### src/rtl/core_pkg.sv
// core_pkg: shared core types, including the memory arbiter's requester, state and request types.
package core_pkg;
  typedef logic [31:0] word_t;
  typedef enum logic {MEM_REQUESTER_IF, MEM_REQUESTER_LS} mem_requester_e;
  typedef enum logic [1:0] {MEM_ARB_IDLE, MEM_ARB_REQ, MEM_ARB_RSP} mem_arb_state_e;
  typedef struct packed {
    word_t      addr;
    word_t      wdata;
    logic       wen;
    logic [3:0] wmask;
  } mem_req_s;
endpackage

### src/rtl/core_mem_arbiter.sv
// core_mem_arbiter: shares one memory bus port between fetch and load/store, one transaction in flight.
module core_mem_arbiter
  import core_pkg::*;
#(
  parameter int unsigned STARVE_LIMIT = 4
) (
  input  logic       i_clk,
  input  logic       i_rst_n,
  input  logic       i_if_req_valid,
  output logic       o_if_req_ready,
  input  word_t      i_if_req_addr,
  output logic       o_if_rsp_valid,
  output word_t      o_if_rsp_rdata,
  output logic       o_if_rsp_err,
  input  logic       i_ls_req_valid,
  output logic       o_ls_req_ready,
  input  word_t      i_ls_req_addr,
  input  word_t      i_ls_req_wdata,
  input  logic       i_ls_req_wen,
  input  logic [3:0] i_ls_req_wmask,
  output logic       o_ls_rsp_valid,
  output word_t      o_ls_rsp_rdata,
  output logic       o_ls_rsp_err,
  output logic       o_bus_req_valid,
  input  logic       i_bus_req_ready,
  output word_t      o_bus_req_addr,
  output word_t      o_bus_req_wdata,
  output logic       o_bus_req_wen,
  output logic [3:0] o_bus_req_wmask,
  input  logic       i_bus_rsp_valid,
  input  word_t      i_bus_rsp_rdata,
  input  logic       i_bus_rsp_err
);
  localparam int unsigned SW = (STARVE_LIMIT == 0) ? 1 : $clog2(STARVE_LIMIT + 1);
  localparam logic [SW-1:0] LIMIT = SW'(STARVE_LIMIT);
  mem_arb_state_e state_q, state_d;
  mem_requester_e owner_q, owner_d;
  logic [SW-1:0]  starve_q, starve_d;
  mem_req_s       req_q, req_d;
  logic           bus_valid_q;
  logic           idle, ls_win, rsp_hit;
  always_comb begin
    idle           = state_q == MEM_ARB_IDLE;
    // LS takes ties until IF has been passed over LIMIT times in a row
    ls_win         = i_ls_req_valid & ~(i_if_req_valid & (starve_q >= LIMIT));
    o_ls_req_ready = idle & ls_win;
    o_if_req_ready = idle & i_if_req_valid & ~ls_win;
    rsp_hit        = (state_q == MEM_ARB_RSP) & i_bus_rsp_valid;
    state_d  = (o_if_req_ready | o_ls_req_ready)            ? MEM_ARB_REQ  :
               (state_q == MEM_ARB_REQ) & i_bus_req_ready   ? MEM_ARB_RSP  :
               rsp_hit                                      ? MEM_ARB_IDLE : state_q;
    owner_d  = o_ls_req_ready ? MEM_REQUESTER_LS : o_if_req_ready ? MEM_REQUESTER_IF : owner_q;
    starve_d = o_if_req_ready ? '0 :
               (o_ls_req_ready & i_if_req_valid & (starve_q < LIMIT)) ? starve_q + SW'(1) : starve_q;
    req_d    = o_ls_req_ready ? mem_req_s'{addr: i_ls_req_addr, wdata: i_ls_req_wdata,
                                           wen: i_ls_req_wen, wmask: i_ls_req_wmask} :
               o_if_req_ready ? mem_req_s'{addr: i_if_req_addr, wdata: '0, wen: 1'b0, wmask: 4'hf} :
               req_q;
    o_if_rsp_valid = rsp_hit & (owner_q == MEM_REQUESTER_IF);
    o_ls_rsp_valid = rsp_hit & (owner_q == MEM_REQUESTER_LS);
    o_if_rsp_rdata = o_if_rsp_valid ? i_bus_rsp_rdata : '0;
    o_ls_rsp_rdata = o_ls_rsp_valid ? i_bus_rsp_rdata : '0;
    o_if_rsp_err   = o_if_rsp_valid & i_bus_rsp_err;
    o_ls_rsp_err   = o_ls_rsp_valid & i_bus_rsp_err;
  end
  always_ff @(posedge i_clk or negedge i_rst_n) begin
    if (!i_rst_n) begin
      state_q     <= MEM_ARB_IDLE;
      owner_q     <= MEM_REQUESTER_IF;
      starve_q    <= '0;
      req_q       <= '0;
      bus_valid_q <= 1'b0;
    end else begin
      state_q     <= state_d;
      owner_q     <= owner_d;
      starve_q    <= starve_d;
      req_q       <= req_d;
      bus_valid_q <= state_d == MEM_ARB_REQ;
    end
  end
  assign o_bus_req_valid = bus_valid_q;
  assign o_bus_req_addr  = req_q.addr;
  assign o_bus_req_wdata = req_q.wdata;
  assign o_bus_req_wen   = req_q.wen;
  assign o_bus_req_wmask = req_q.wmask;
  // A response outside RSP has no owner; it is dropped and reported here.
  a_rsp_only_in_rsp: assert property (@(posedge i_clk) disable iff (!i_rst_n)
    i_bus_rsp_valid |-> state_q == MEM_ARB_RSP)
    else $warning("bus response outside RSP ignored");
endmodule

### config.mk
export PLATFORM = sky130hd
export DESIGN_NAME = core_mem_arbiter
export DESIGN_NICKNAME = d
export VERILOG_FILES = /design/src/rtl/core_pkg.sv /design/src/rtl/core_mem_arbiter.sv
export SDC_FILE = /design/constraint.sdc
export NUM_CORES = 1
export LEC_CHECK = 0
export BUFFER_PORTS_ARGS = -buffer_cell sky130_fd_sc_hd__buf_2
export CORE_AREA = 2 2 107 109
export CTS_BUF_LIST = sky130_fd_sc_hd__clkbuf_8
export DETAILED_ROUTE_END_ITERATION = 10
export DIE_AREA = 0 0 109 111
export HOLD_SLACK_MARGIN = 0.1
export PLACE_DENSITY = 0.69
export SETUP_SLACK_MARGIN = 0.4
export SLEW_MARGIN = 10
export SYNTH_ARGS = -nofsm -noshare
export SYNTH_HDL_FRONTEND = slang
export SYNTH_SLANG_ARGS = --single-unit
### constraint.sdc
create_clock -name i_clk -period 1.8 [get_ports i_clk]
set_input_delay 0.09 -clock i_clk [delete_from_list [all_inputs] [get_ports i_clk]]
set_output_delay 0.09 -clock i_clk [all_outputs]
set_load 0.05 [all_outputs]
==> results of run 1 <==
## final cells by class
type                       instances  area share
antenna                            1    0.000305
clock buffer                       9      0.0151
clock inverter                     7     0.00824
inverter                           4     0.00259
multi-input combinational        235       0.234
sequential                        76       0.232
tap                              143      0.0218
timing repair buffer             431       0.486
## how the worst max path moves through the flow
stage                         end  cells after the start  slack [ps]  startpoint
3_3_place_gp       o_if_req_ready                      4         140  state_q[1]
4_1_cts         o_if_rsp_rdata[8]                      5           7  state_q[0]
5_1_grt         o_if_rsp_rdata[5]                      5         -60  state_q[0]
6_report        o_ls_rsp_rdata[2]                      5           3  state_q[0]
3_5_place_dp       o_if_req_ready                      4         100  state_q[1]
2_1_floorplan  o_bus_req_addr[16]                      4         300  state_q[1]
## stage by stage
step / setup TNS, ps / setup slack (ps)
CTS: 0 / 6.96
detailed placement: 0 / 99.0
global route: -1820 / -60.8
finish: 0 / 2.85
global placement: 0 / 136
floorplan: 0 / 296
## critical path, stage by stage, from the launching register on
cell and delay (ps):
dfrtp_2 450, nor2b_4 140, and3_4 300, clkbuf_16 180, and2_4 160, buf_8 140
## registers in the layout, indices dropped and copies added, names as in the netlist
signal,flops
o_bus_req_valid,1
owner_q,1
o_bus_req_wen,1
state_q,2
o_bus_req_addr,32
o_bus_req_wmask,4
o_bus_req_wdata,32
starve_q,3
## per-layer routing
layer	GRT usage	vias up
met5	0	-
met4	0.126	0
met3	0.0711	78
met2	0.503	323
met1	0.327	2353
li1	-	2096
## layout by cell type, fill, tap and decap left out, drive strengths merged, types with 2 or more instances in the layout
master	Yosys	final
clkinvlp	0	2
a21o	2	2
buf	9	322
clkbuf	23	18
a31oi	19	19
nand3	19	19
clkinv	0	3
inv	4	6
o221a	13	13
o22a	4	4
and2	67	67
or3	10	10
a21bo	1	2
o21ai	22	22
nor2	3	3
dfrtp	76	76
nand2	4	4
a22o	34	34
dlygate4sd3	0	100
a21oi	20	20
or2	2	4
nand4b	3	3
## kinds of logic after synthesis
logic type,after synthesis
AO/OA/AOI/OAI,116
multiplexers,1
buffers and inverters,36
flip-flops,76
AND/OR/NAND/NOR,114
adder cells (fa/ha/maj),1
## power by group
group	leakage [nW]	internal [mW]	switching (mW)
clock	0.0936	0.532	0.733
sequential	0.901	2.48	0.493
combinational	2.91	3.46	5.49
total	3.90	6.47	6.72
## what timing repair did
| item | CTS | global route |
|---|---|---|
| resized for setup | 192 | 102 |
| cloned | 10 | 12 |
| buffers inserted | 13 | 6 |
| endpoints found under the setup margin | 135 | 143 |
| hold endpoints to repair | 135 | 0 |
| pin swaps | 26 | 43 |
| hold buffers | 100 | 0 |
==> results.sh, run 1 <==
export IMPL_outcome="finished, final reports clean"
export IMPL_syn_inst=344
export IMPL_start_util=0.326
export IMPL_yosysSeqAreaShare=0.527
export IMPL_rr_startpoint="state_q[0]"
export IMPL_overflow=0
export IMPL_whs_path_depth=3
export IMPL_required_ps=1710
export IMPL_whs_endpoint="o_bus_req_addr[23]"
export IMPL_synth_xor_area_frac=0
export IMPL_syn_nets=485
export IMPL_finalClockSkew_ps=13.1
export IMPL_yosys_top_cells_count="dfrtp_1, and2_1, a22o_1"
export IMPL_hp_class="primary input to register"
export IMPL_drc=0
export IMPL_dp_cells=748
export IMPL_ant_nets=0
export IMPL_dp_hpwl_mm=10.6
export IMPL_rrSetupSlack_ps=80
export IMPL_grt_first_pass_wirelength_mm=26.3
export IMPL_gp_congestion=0.882
export IMPL_drt_wirelength_per_cell_um=22.3
export IMPL_drive_gt1_frac=0.605
export IMPL_drtIter0Drc=328
export IMPL_critPathMaxFanout=5
export IMPL_setup_viol=0
export IMPL_ys_types=33
export IMPL_cap_violations=0
export IMPL_finalNetCount=898
export IMPL_grt_max_degree=43
export IMPL_syn_cell_area_um2=3610
export IMPL_numClockSinks=76
export IMPL_start_kind="register"
export IMPL_path_class="register to output port"
export IMPL_row_count=39
export IMPL_critical_path_arrival_ps=1710
export IMPL_dieArea_um2=12100
export IMPL_multiInputGateArea_um2=1920
export IMPL_fmax_mhz=556
export IMPL_cts_path_max_buffers=2
export IMPL_clock_latency_ps=350
export IMPL_p_leak_nw=3.90
export IMPL_r2r_cells=8
export IMPL_dr_wl_met3_mm=1.58
export IMPL_final_util=0.741
export IMPL_clk_pin_slew_worst_paths_ps=80
export IMPL_end_kind="output port"
export IMPL_r2r_end="o_bus_req_addr[7]"
export IMPL_hold_viol_final=0
export IMPL_place_area_um2=5460
export IMPL_highest_layer="met4"
export IMPL_antenna_found_initial=1
export IMPL_num_vias=4850
export IMPL_syn_avg_cell_area_um2=10.5
export IMPL_ys_flop_type="dfrtp_1"
export IMPL_met1Wirelength_mm=7.23
export IMPL_hold_start="i_ls_req_addr[23]"
export IMPL_synthMostInstantiatedCell="dfrtp_1"
export IMPL_wl_met2_mm=10.5
export IMPL_numPortBuffers=279
export IMPL_coreArea_um2=11100
export IMPL_synth_top_cell_area_share=0.527
export IMPL_finalInstanceArea_um2=8200
export IMPL_wirelength_mm=20.2
export IMPL_cts_buffers=9
export IMPL_ioPinCount=280
export IMPL_grt_pass1_vias=4773
export IMPL_report_final_slew_viol_count=0
export IMPL_layout_area_overhead_vs_synth_pct=127
export IMPL_synth_compound_area_frac=0.233
export IMPL_die_y_um=111
export IMPL_rsz0062_at_grt="yes"
export IMPL_power_mw=13.2
export IMPL_track_usage=0.288
export IMPL_yosysWarnings=0
export IMPL_synth_top_family_by_area="compound AO/OA/AOI/OAI gates"
export IMPL_whs_ps=109
export IMPL_powerDensity_nw_per_um2=1610
export IMPL_synthAdderAreaFrac=0.00347
export IMPL_cts_tree="done"
export IMPL_fin_cells=906
export IMPL_netlist_top_cells_area="dfrtp_1, and2_1, a22o_1"
export IMPL_synth_simple_area_share=0.191
export IMPL_die_w_um=109
export IMPL_slew_headroom=0.651
export IMPL_ir_drop_v=0.00109
export IMPL_root_buffer="clkbuf_8"
export IMPL_htree_levels=3
export IMPL_async_flop_share=1.00
export IMPL_synth_seq_cells=76
export IMPL_synth_top_cell_by_area="dfrtp_1"
export IMPL_drt_vias_per_instance=5.35
export IMPL_drt_pass1_iterations=4
export IMPL_tightest_slew_ps=524
export IMPL_timing_final_crit_share=0.998
export IMPL_muxShareOfSynthArea=0.00312
export IMPL_register_area_um2=1900
export IMPL_synth_edf_count=0
export IMPL_finalCriticalPeriod_ps=1800
export IMPL_n_fill_cell=693
Note: power is estimated with default switching activity, not from simulation.
==> inputs of run 2 (changes only) <==
--- a/config.mk
+++ b/config.mk
@@ -5,13 +5,14 @@
 export SDC_FILE = /design/constraint.sdc
 export NUM_CORES = 1
 export LEC_CHECK = 0
+export ABC_AREA = 1
 export BUFFER_PORTS_ARGS = -buffer_cell sky130_fd_sc_hd__buf_2
 export CORE_AREA = 2 2 107 109
 export CTS_BUF_LIST = sky130_fd_sc_hd__clkbuf_8
 export DETAILED_ROUTE_END_ITERATION = 10
 export DIE_AREA = 0 0 109 111
 export HOLD_SLACK_MARGIN = 0.1
-export PLACE_DENSITY = 0.69
+export PLACE_DENSITY = 0.73
 export SETUP_SLACK_MARGIN = 0.4
 export SLEW_MARGIN = 10
 export SYNTH_ARGS = -nofsm -noshare
==> results.sh, run 2 <==
export IMPL_cts_path_max_buffers=2
export IMPL_ir_drop_v=0.00141
export IMPL_synth_edf_count=0
export IMPL_tightest_slew_ps=395
export IMPL_async_flop_share=1.00
export IMPL_power_frac_seq=0.226
export IMPL_ys_flop_type="dfrtp_1"
export IMPL_drt_wirelength_per_cell_um=18.8
export IMPL_wirelength_mm=21.4
export IMPL_grt_first_pass_wirelength_mm=31.2
export IMPL_hold_start="i_if_req_addr[27]"
export IMPL_htree_levels=3
export IMPL_critical_path_arrival_ps=2010
export IMPL_gp_congestion=0.808
export IMPL_end_kind="register"
export IMPL_layout_commonest_cell="buf_2"
export IMPL_layout_area_overhead_vs_synth_pct=125
export IMPL_start_kind="register"
export IMPL_p_leak_nw=4.84
export IMPL_antenna_found_initial=0
export IMPL_required_ps=2060
export IMPL_clk_pin_slew_worst_paths_ps=90
export IMPL_finalNetCount=1130
export IMPL_diodes=0
export IMPL_ys_types=19
export IMPL_overflow=0
export IMPL_die_w_um=109
export IMPL_root_buffer="clkbuf_8"
export IMPL_combPwrFrac=0.667
export IMPL_cap_violations=0
export IMPL_synth_top_cell_area_share=0.468
export IMPL_rr_startpoint="state_q[0]"
export IMPL_report_final_slew_viol_count=0
export IMPL_fin_cells=1137
export IMPL_worstSetupStartpoint="state_q[0]"
export IMPL_cts_tree="done"
export IMPL_drt_vias_per_instance=5.10
export IMPL_synth_top_cell_by_area="dfrtp_1"
export IMPL_yosysSeqAreaShare=0.468
export IMPL_num_vias=5799
export IMPL_coreArea_um2=11100
export IMPL_drive_gt1_frac=0.533
export IMPL_yosys_top_cells_count="nand2_1, nor2_1, dfrtp_1"
export IMPL_powerDensity_nw_per_um2=1530
export IMPL_syn_cell_area_um2=4060
export IMPL_final_setup_worst_slack_ps=42.2
export IMPL_ant_nets=0
export IMPL_numPortBuffers=279
export IMPL_timing_final_crit_share=0.977
export IMPL_outcome="finished, final reports clean"
export IMPL_intPower_mw=6.50
export IMPL_drc=0
export IMPL_netlist_top_cells_area="dfrtp_1, nand2_1, nor2_1"
export IMPL_hold_viol_final=0
export IMPL_setup_viol=0
export IMPL_fmax_mhz=569
export IMPL_hp_class="primary input to register"
export IMPL_start_util=0.367
export IMPL_switching_share=0.537
export IMPL_whs_ps=131
export IMPL_numClockSinks=76
export IMPL_ioPinCount=280
export IMPL_grt_pass1_vias=6106
export IMPL_die_y_um=111
export IMPL_syn_inst=575
export IMPL_p_switching_mw=7.53
export IMPL_p_clk_frac=0.107
export IMPL_dp_cells=979
export IMPL_grt_max_degree=51
export IMPL_dp_slack_ps=209
export IMPL_setup_tns_ps=0
export IMPL_path_class="register to register"
export IMPL_clock_latency_ps=360
export IMPL_dieArea_um2=12100
export IMPL_critPathMaxFanout=5
export IMPL_cts_buffers=9
export IMPL_syn_avg_cell_area_um2=7.07
export IMPL_slew_headroom=0.737
export IMPL_drtIter0Drc=410
export IMPL_drt_pass1_iterations=7
export IMPL_layout_common_cells="buf_2, nand2_1, dlygate4sd3_1"
export IMPL_finalClockSkew_ps=14.5
export IMPL_track_usage=0.337
export IMPL_dp_hpwl_mm=10.2
export IMPL_syn_nets=716
export IMPL_synthMostInstantiatedCell="nand2_1"
export IMPL_row_count=39
export IMPL_rsz0062_at_grt="yes"
export IMPL_yosysWarnings=0
export IMPL_synth_seq_cells=76
export IMPL_finalCriticalPeriod_ps=1760
run 2: cells by family after synthesis:
logic type | Yosys count | share of synthesized area
fa+ha+maj | 1 | 0.00308
flops | 76 | 0.468
compound gates | 4 | 0.00831
simple gates | 384 | 0.400
buf+inv | 110 | 0.120
run 2: repair_timing:
action | CTS | global route
setup endpoints to repair | 137 | 145
hold endpoints to repair | 148 | 0
gates resized for setup | 282 | 89
hold buffers | 99 | 0
cloned | 15 | 1
buffers inserted | 25 | 2
pin swaps | 60 | 44
run 2: worst paths after layout:
kind | slack (ps) | cells after the start | end
worst max-delay path | 40 | 11 | o_bus_req_addr[25]
min in group asynchronous | 200 | 2 | o_bus_req_wdata[31]
max in group asynchronous | 1000 | 3 | o_bus_req_wdata[10]
worst max register to register | 40 | 11 | o_bus_req_addr[25]
worst min-delay path | 130 | 7 | o_bus_req_addr[27]
worst min register to register | 500 | 1 | starve_q[0]
run 2: power by group through the flow:
stage	sequential [mW]	combinational, mW	clock (mW)
floorplan	5.73	2.49	0
finish	3.17	9.36	1.51
global placement	3.01	6.86	0
CTS	3.09	8.72	1.51
global route	3.26	9.77	1.60
detailed placement	3.02	6.93	0
run 2: through the flow:
stage | power [mW] | area [um2] | util
2_1_floorplan | 8.22 | 4450 | -
3_3_place_gp | 9.87 | 6020 | 0.543
3_5_place_dp | 9.95 | 6020 | 0.543
4_1_cts | 13.3 | 8790 | 0.793
5_1_grt | 14.6 | 9150 | 0.826
6_report | 14.0 | 9150 | 0.826
run 2: area by class of cell:
class                      instances  area, um2
clock buffer                      10        138
clock inverter                     6       87.6
fill                             628       1920
inverter                          71        273
multi-input combinational        390       2610
sequential                        76       1900
tap                              143        179
timing repair buffer             441       3960
run 2: routing by layer:
metal / GRT usage / routed length (um) / vias up
met5: 0 / 0 / -
met4: 0.195 / 1360 / 0
met3: 0.0776 / 1710 / 116
met2: 0.593 / 10900 / 395
met1: 0.363 / 7400 / 2682
li1: - / - / 2606
run 2: worst max-delay path: stages (launching register included):
cell and delay, ps:
dfrtp_2 460, buf_12 140, nor2_4 130, buf_6 130
nand3_4 120, buf_6 150, buf_6 120, buf_6 130
nand2_2 70, nand2_1 60, nand2_1 70, nand2_1 70
